<file path="src/rtl/imem_port_arbiter.sv">
// Two-port (fetch/debug) arbiter for the single combinational read port of the instruction ROM.
// Fetch has priority; a saturating wait counter forces a debug grant after DBG_MAX_WAIT cycles.
module imem_port_arbiter #(
  parameter int unsigned ADDR_W       = 32,
  parameter int unsigned MEM_BYTES    = 8192,
  parameter int unsigned DBG_MAX_WAIT = 4
) (
  input  logic              clk,
  input  logic              rst_n,
  input  logic              f_req_valid,
  output logic              f_req_ready,
  input  logic [ADDR_W-1:0] f_req_addr,
  output logic              f_rsp_valid,
  input  logic              f_rsp_ready,
  output logic [31:0]       f_rsp_data,
  output logic              f_rsp_err,
  input  logic              d_req_valid,
  output logic              d_req_ready,
  input  logic [ADDR_W-1:0] d_req_addr,
  output logic              d_rsp_valid,
  input  logic              d_rsp_ready,
  output logic [31:0]       d_rsp_data,
  output logic              d_rsp_err,
  output logic [12:0]       mem_addr,
  input  logic [31:0]       mem_data
);

  localparam int unsigned       WORD_W    = $clog2(MEM_BYTES) - 2;
  localparam int unsigned       WAIT_W    = $clog2(DBG_MAX_WAIT + 1);
  localparam logic [ADDR_W-1:0] MEM_LIMIT = ADDR_W'(MEM_BYTES);
  localparam logic [WAIT_W-1:0] WAIT_MAX  = WAIT_W'(DBG_MAX_WAIT);

  function automatic logic addr_err(input logic [ADDR_W-1:0] a);
    return (a[1:0] != 2'b00) || (a >= MEM_LIMIT);
  endfunction

  function automatic logic [31:0] rsp_word(input logic err, input logic [31:0] d);
    return err ? 32'h0 : d;
  endfunction

  logic              f_rsp_valid_q, f_rsp_valid_d;
  logic [31:0]       f_rsp_data_q, f_rsp_data_d;
  logic              f_rsp_err_q, f_rsp_err_d;
  logic              d_rsp_valid_q, d_rsp_valid_d;
  logic [31:0]       d_rsp_data_q, d_rsp_data_d;
  logic              d_rsp_err_q, d_rsp_err_d;
  logic [WAIT_W-1:0] wait_cnt_q, wait_cnt_d;

  logic              f_free, d_free, f_elig, d_elig, f_grant, d_grant;
  logic [ADDR_W-1:0] sel_addr;
  logic              sel_err;
  logic [31:0]       sel_word;

  always_comb begin
    f_free   = !f_rsp_valid_q || f_rsp_ready;
    d_free   = !d_rsp_valid_q || d_rsp_ready;
    f_elig   = rst_n && f_req_valid && f_free;
    d_elig   = rst_n && d_req_valid && d_free;
    // Debug only overrides a competing fetch once it has waited the full budget
    d_grant  = d_elig && (!f_elig || (wait_cnt_q == WAIT_MAX));
    f_grant  = f_elig && !d_grant;
    sel_addr = d_grant ? d_req_addr : f_req_addr;
    sel_err  = addr_err(sel_addr);
    sel_word = rsp_word(sel_err, mem_data);
    mem_addr = (f_grant || d_grant) ? 13'(sel_addr[WORD_W+1:2]) : 13'h0;

    f_rsp_valid_d = f_rsp_valid_q && !f_rsp_ready;
    f_rsp_data_d  = f_rsp_data_q;
    f_rsp_err_d   = f_rsp_err_q;
    if (f_grant) begin
      f_rsp_valid_d = 1'b1;
      f_rsp_data_d  = sel_word;
      f_rsp_err_d   = sel_err;
    end

    d_rsp_valid_d = d_rsp_valid_q && !d_rsp_ready;
    d_rsp_data_d  = d_rsp_data_q;
    d_rsp_err_d   = d_rsp_err_q;
    if (d_grant) begin
      d_rsp_valid_d = 1'b1;
      d_rsp_data_d  = sel_word;
      d_rsp_err_d   = sel_err;
    end

    wait_cnt_d = wait_cnt_q;
    if (!d_req_valid || d_grant) begin
      wait_cnt_d = '0;
    end else if (wait_cnt_q != WAIT_MAX) begin
      wait_cnt_d = wait_cnt_q + 1'b1;
    end
  end

  always_ff @(posedge clk or negedge rst_n) begin
    if (!rst_n) begin
      f_rsp_valid_q <= 1'b0;
      f_rsp_data_q  <= 32'h0;
      f_rsp_err_q   <= 1'b0;
      d_rsp_valid_q <= 1'b0;
      d_rsp_data_q  <= 32'h0;
      d_rsp_err_q   <= 1'b0;
      wait_cnt_q    <= '0;
    end else begin
      f_rsp_valid_q <= f_rsp_valid_d;
      f_rsp_data_q  <= f_rsp_data_d;
      f_rsp_err_q   <= f_rsp_err_d;
      d_rsp_valid_q <= d_rsp_valid_d;
      d_rsp_data_q  <= d_rsp_data_d;
      d_rsp_err_q   <= d_rsp_err_d;
      wait_cnt_q    <= wait_cnt_d;
    end
  end

  assign f_req_ready = f_grant;
  assign d_req_ready = d_grant;
  assign f_rsp_valid = f_rsp_valid_q;
  assign f_rsp_data  = f_rsp_data_q;
  assign f_rsp_err   = f_rsp_err_q;
  assign d_rsp_valid = d_rsp_valid_q;
  assign d_rsp_data  = d_rsp_data_q;
  assign d_rsp_err   = d_rsp_err_q;

endmodule

</file>
<file path="config.mk">
export PLATFORM = sky130hd
export DESIGN_NAME = imem_port_arbiter
export DESIGN_NICKNAME = d
export VERILOG_FILES = /design/src/rtl/imem_port_arbiter.sv
export SDC_FILE = /design/constraint.sdc
export NUM_CORES = 1
export LEC_CHECK = 0
export ABC_AREA = 1
export BUFFER_PORTS_ARGS = -buffer_cell sky130_fd_sc_hd__clkbuf_2
export CORE_UTILIZATION = 25
export CTS_CLUSTER_SIZE = 16
export DETAILED_ROUTE_END_ITERATION = 16
export PLACE_DENSITY = 0.5
export SLEW_MARGIN = 5
export SYNTH_ARGS = -nofsm -noshare
export SYNTH_HDL_FRONTEND = slang
export SYNTH_SLANG_ARGS = --single-unit
</file>
<file path="constraint.sdc">
create_clock -name clk -period 3.74 [get_ports clk]
set_input_delay 0.561 -clock clk [delete_from_list [all_inputs] [get_ports clk]]
set_output_delay 0.561 -clock clk [all_outputs]
set_load 0.01 [all_outputs]
</file>
==> summary.txt <==
CTS
  – Htree depth: 3
  – Worst skew pair latency: 0.33 ns
  – Post-cts sizing count: 0
  – CTS tree: yes
  – Post-CTS Hold Buffers: 0
  – Num CTS Buffers: 9
  – Clk buf depth: 2
  – CTS Sinks: 71
  – Clock Pin Slew Worst Setup and Hold Paths: 0.06 ns
  – Setup Buffers After CTS: 0
  – CTS root buf: clkbuf_16

Global route
  – Largest net degree at the start of global routing: 45
  – Gr ovfl total: 0
  – First-pass GRT wire length: 16950 um
  – Initial antenna violation count: 0
  – GRT Total Usage: 0.1622
  – Vias in the first global route: 3415

Pwr
  – Net switching power: 0.0005392 W
  – Comb pwr share: 0.135
  – Internal Power: 0.001570 W
  – Clock share of power: 0.470
  – Switching Share: 0.2556
  – Worst vdd ir: 0.2320 mV
  – Sequential Power Share: 0.395
  – Leak Pwr: 2.759 nW
  – Cell area power density: 452.8 nW/um^2

Synthesis
  – Post-Syn Area: 3321 um^2
  – Avg Cell Area, Syn: 8.302 um^2
  – Distinct cell type count after synthesis: 23
  – Post-synthesis sequential area ratio: 0.5350
  – Post-Syn Instances: 400
  – Warnings, synthesis: 0
  – #FFs+latches synth: 71

Drt
  – Initial DRC count: 132
  – Vias/cell: 4.510
  – Routed WL: 10740 um
  – ANT nets after route: 0
  – DRC Markers: 0
  – First-pass iteration count of the detailed router: 4
  – WL per Instance: 14.37 um
  – DR vias: 3369

Hold path
  – HP Class: input pin to asynchronous set/reset pin

STA
  – Worst-margin pin slew: 0.8870 ns
  – RSZ-0062 raised after global routing: no
  – Fin worst setup slack: 0.5983 ns
  – Fin Setup TNS: 0 ns
  – Final max-slew violation count: 0
  – FMAX: 318.3 MHz
  – Min cycle time layout: 3.142 ns
  – Final setup violation count: 0
  – Tcrit/Tclk final: 0.8400
  – Fin. Hold Viols: 0
  – Worst slew margin: 0.4072
  – Skew final: 0.007253 ns

Job
  – Max-Cap Viols: 0

Floorplan
  – Std cell rows: 41
  – Die Span Y: 117.3 um
  – Starting Density: 0.2600
  – CORE AREA: 12770 um^2
  – Top-level port count: 185
  – DIE AREA: 13750 um^2
  – Die width: 117.3 um

Setup path
  – Crit path capture type: primary output
  – CP required: 3.18 ns
  – Critical path arrival: 2.58 ns
  – Critical path type: register to primary output
  – Startpoint class of the critical path: register
  – Crit Path Max Fanout: 44

Final layout
  – Multi-input gate area: 1328 um^2
  – Finished Layout Cells: 747
  – Sequential cell area: 1777 um^2
  – Diodes inserted: 0
  – Layout area overhead: 40.28%
  – Fin util: 0.3647
  – Fillers: 1374
  – Layout Nets: 674
  – Layout cells sized above 1: 0.3704

Placed design
  – Cells after DPL: 731
  – I/O Buffers: 182
  – Final RePlAce weighted congestion: 0.7741
  – Hpwl dp: 7317 um
  – Worst slack at placement: 0.9052 ns

Status
  – Status: completed
## cells by family after synthesis
| logic type | Yosys count | synth area share |
|---|---|---|
| buffers and inverters | 39 | 0.06782 |
| DFF | 71 | 0.5350 |
| and+or+nand+nor | 280 | 0.3757 |
| other | 1 | 0.001129 |
| adders and majority gates | 2 | 0.007535 |
| AOI/OAI and AO/OA | 5 | 0.007535 |
| xor gates and xnor gates | 2 | 0.005276 |
## critical path, stage by stage, from the launching register on
cell and delay (ns):
dfrtp_1 0.39, inv_1 0.10, ha_1 0.19, nand2_2 0.10, nand4_2 0.12, nand2_4 0.23
inv_2 0.71, nand2_1 0.15, nand2_1 0.11, clkbuf_2 0.13
## layout make-up
type	count	area share
inverter	9	0.007252
tap	172	0.04620
multi-input combinational	291	0.2850
timing repair buffer	188	0.2057
clock inverter	7	0.02605
sequential	71	0.3814
clock buffer	9	0.04835
## layout by cell type, fill, tap and decap left out
| cell | synthesis | final |
|---|---|---|
| clkbuf_2 | 0 | 181 |
| nand2_1 | 178 | 178 |
| dfrtp_1 | 71 | 71 |
| nand4_1 | 64 | 64 |
| nor2_1 | 26 | 26 |
| clkbuf_16 | 0 | 9 |
| inv_1 | 7 | 7 |
| buf_4 | 4 | 7 |
| nand3_1 | 4 | 4 |
| nand2_2 | 3 | 3 |
| o21ai_0 | 3 | 3 |
| bufinv_16 | 0 | 3 |
| clkinv_4 | 0 | 3 |
| inv_2 | 2 | 2 |
| a21oi_1 | 2 | 2 |
| ha_1 | 2 | 2 |
| conb_1 | 1 | 2 |
| nand4_2 | 1 | 1 |
| nor2_2 | 2 | 1 |
| nand2_4 | 1 | 1 |
| or2_0 | 1 | 1 |
| nor2_4 | 0 | 1 |
| xor2_1 | 1 | 1 |
| xnor2_1 | 1 | 1 |
| clkinv_2 | 0 | 1 |
## worst paths after layout
path,startpoint,end,slack (ns),depth (start not counted)
worst max-delay path,wait_cnt_q[0],mem_addr[10],0.60,9
max in group asynchronous,rst_n,f_rsp_data[18],3.05,2
worst min register to register,f_rsp_data[26],f_rsp_data[26],0.48,2
min in group clk,d_rsp_ready,d_rsp_valid,0.42,2
worst max register to register,wait_cnt_q[0],d_rsp_data[8],1.23,9
worst min-delay path,rst_n,f_rsp_valid,0.30,2
## Yosys cell counts, drive strengths merged
cell,instances,area [um^2]
xnor2,1,8.760
a21oi,2,10.01
conb,1,3.750
nand3,4,20.02
buf,28,183.9
nand4,65,412.9
or2,1,6.260
o21ai,3,15.01
dfrtp,71,1777
nor2,28,110.1
ha,2,25.02
nand2,182,698.2
inv,9,33.79
clkbuf,2,7.510
xor2,1,8.760
## flip-flops by register name (all words and copies together) (netlist names)
| signal | cells |
|---|---|
| d_rsp_data | 32 |
| d_rsp_err | 1 |
| d_rsp_valid | 1 |
| f_rsp_data | 32 |
| f_rsp_err | 1 |
| f_rsp_valid | 1 |
| wait_cnt_q | 3 |
## power by group through the flow
stage | Clock [W] | Combinational (W) | Sequential [W]
finish | 0.000991 | 0.000284 | 0.000834
global placement | 0 | 0.000284 | 0.000846
global route | 0.00105 | 0.000325 | 0.000840
CTS | 0.00103 | 0.000289 | 0.000834
detailed placement | 0 | 0.000289 | 0.000847
floorplan | 0 | 0.000127 | 0.000862
## metrics by stage
stage               hold slack (ns)  area (um^2)   power, W
floorplan                    0.2654         3324  0.0009888
global route                 0.3407         4658   0.002217
finish                       0.2963         4658   0.002109
detailed placement           0.4652         4312   0.001136
CTS                          0.3046         4658   0.002149
global placement             0.4647         4312   0.001129
## metal layers
| layer | up-vias | wire length, um | global-route usage |
|---|---|---|---|
| met3 | 21 | 673 | 0.02987 |
| met1 | 1574 | 4749 | 0.1990 |
| met4 | 0 | 291 | 0.08776 |
| met5 | - | 0 | 0 |
| met2 | 123 | 5022 | 0.2702 |
| li1 | 1651 | - | - |
No activity file was read; power rests on OpenSTA's default activity.
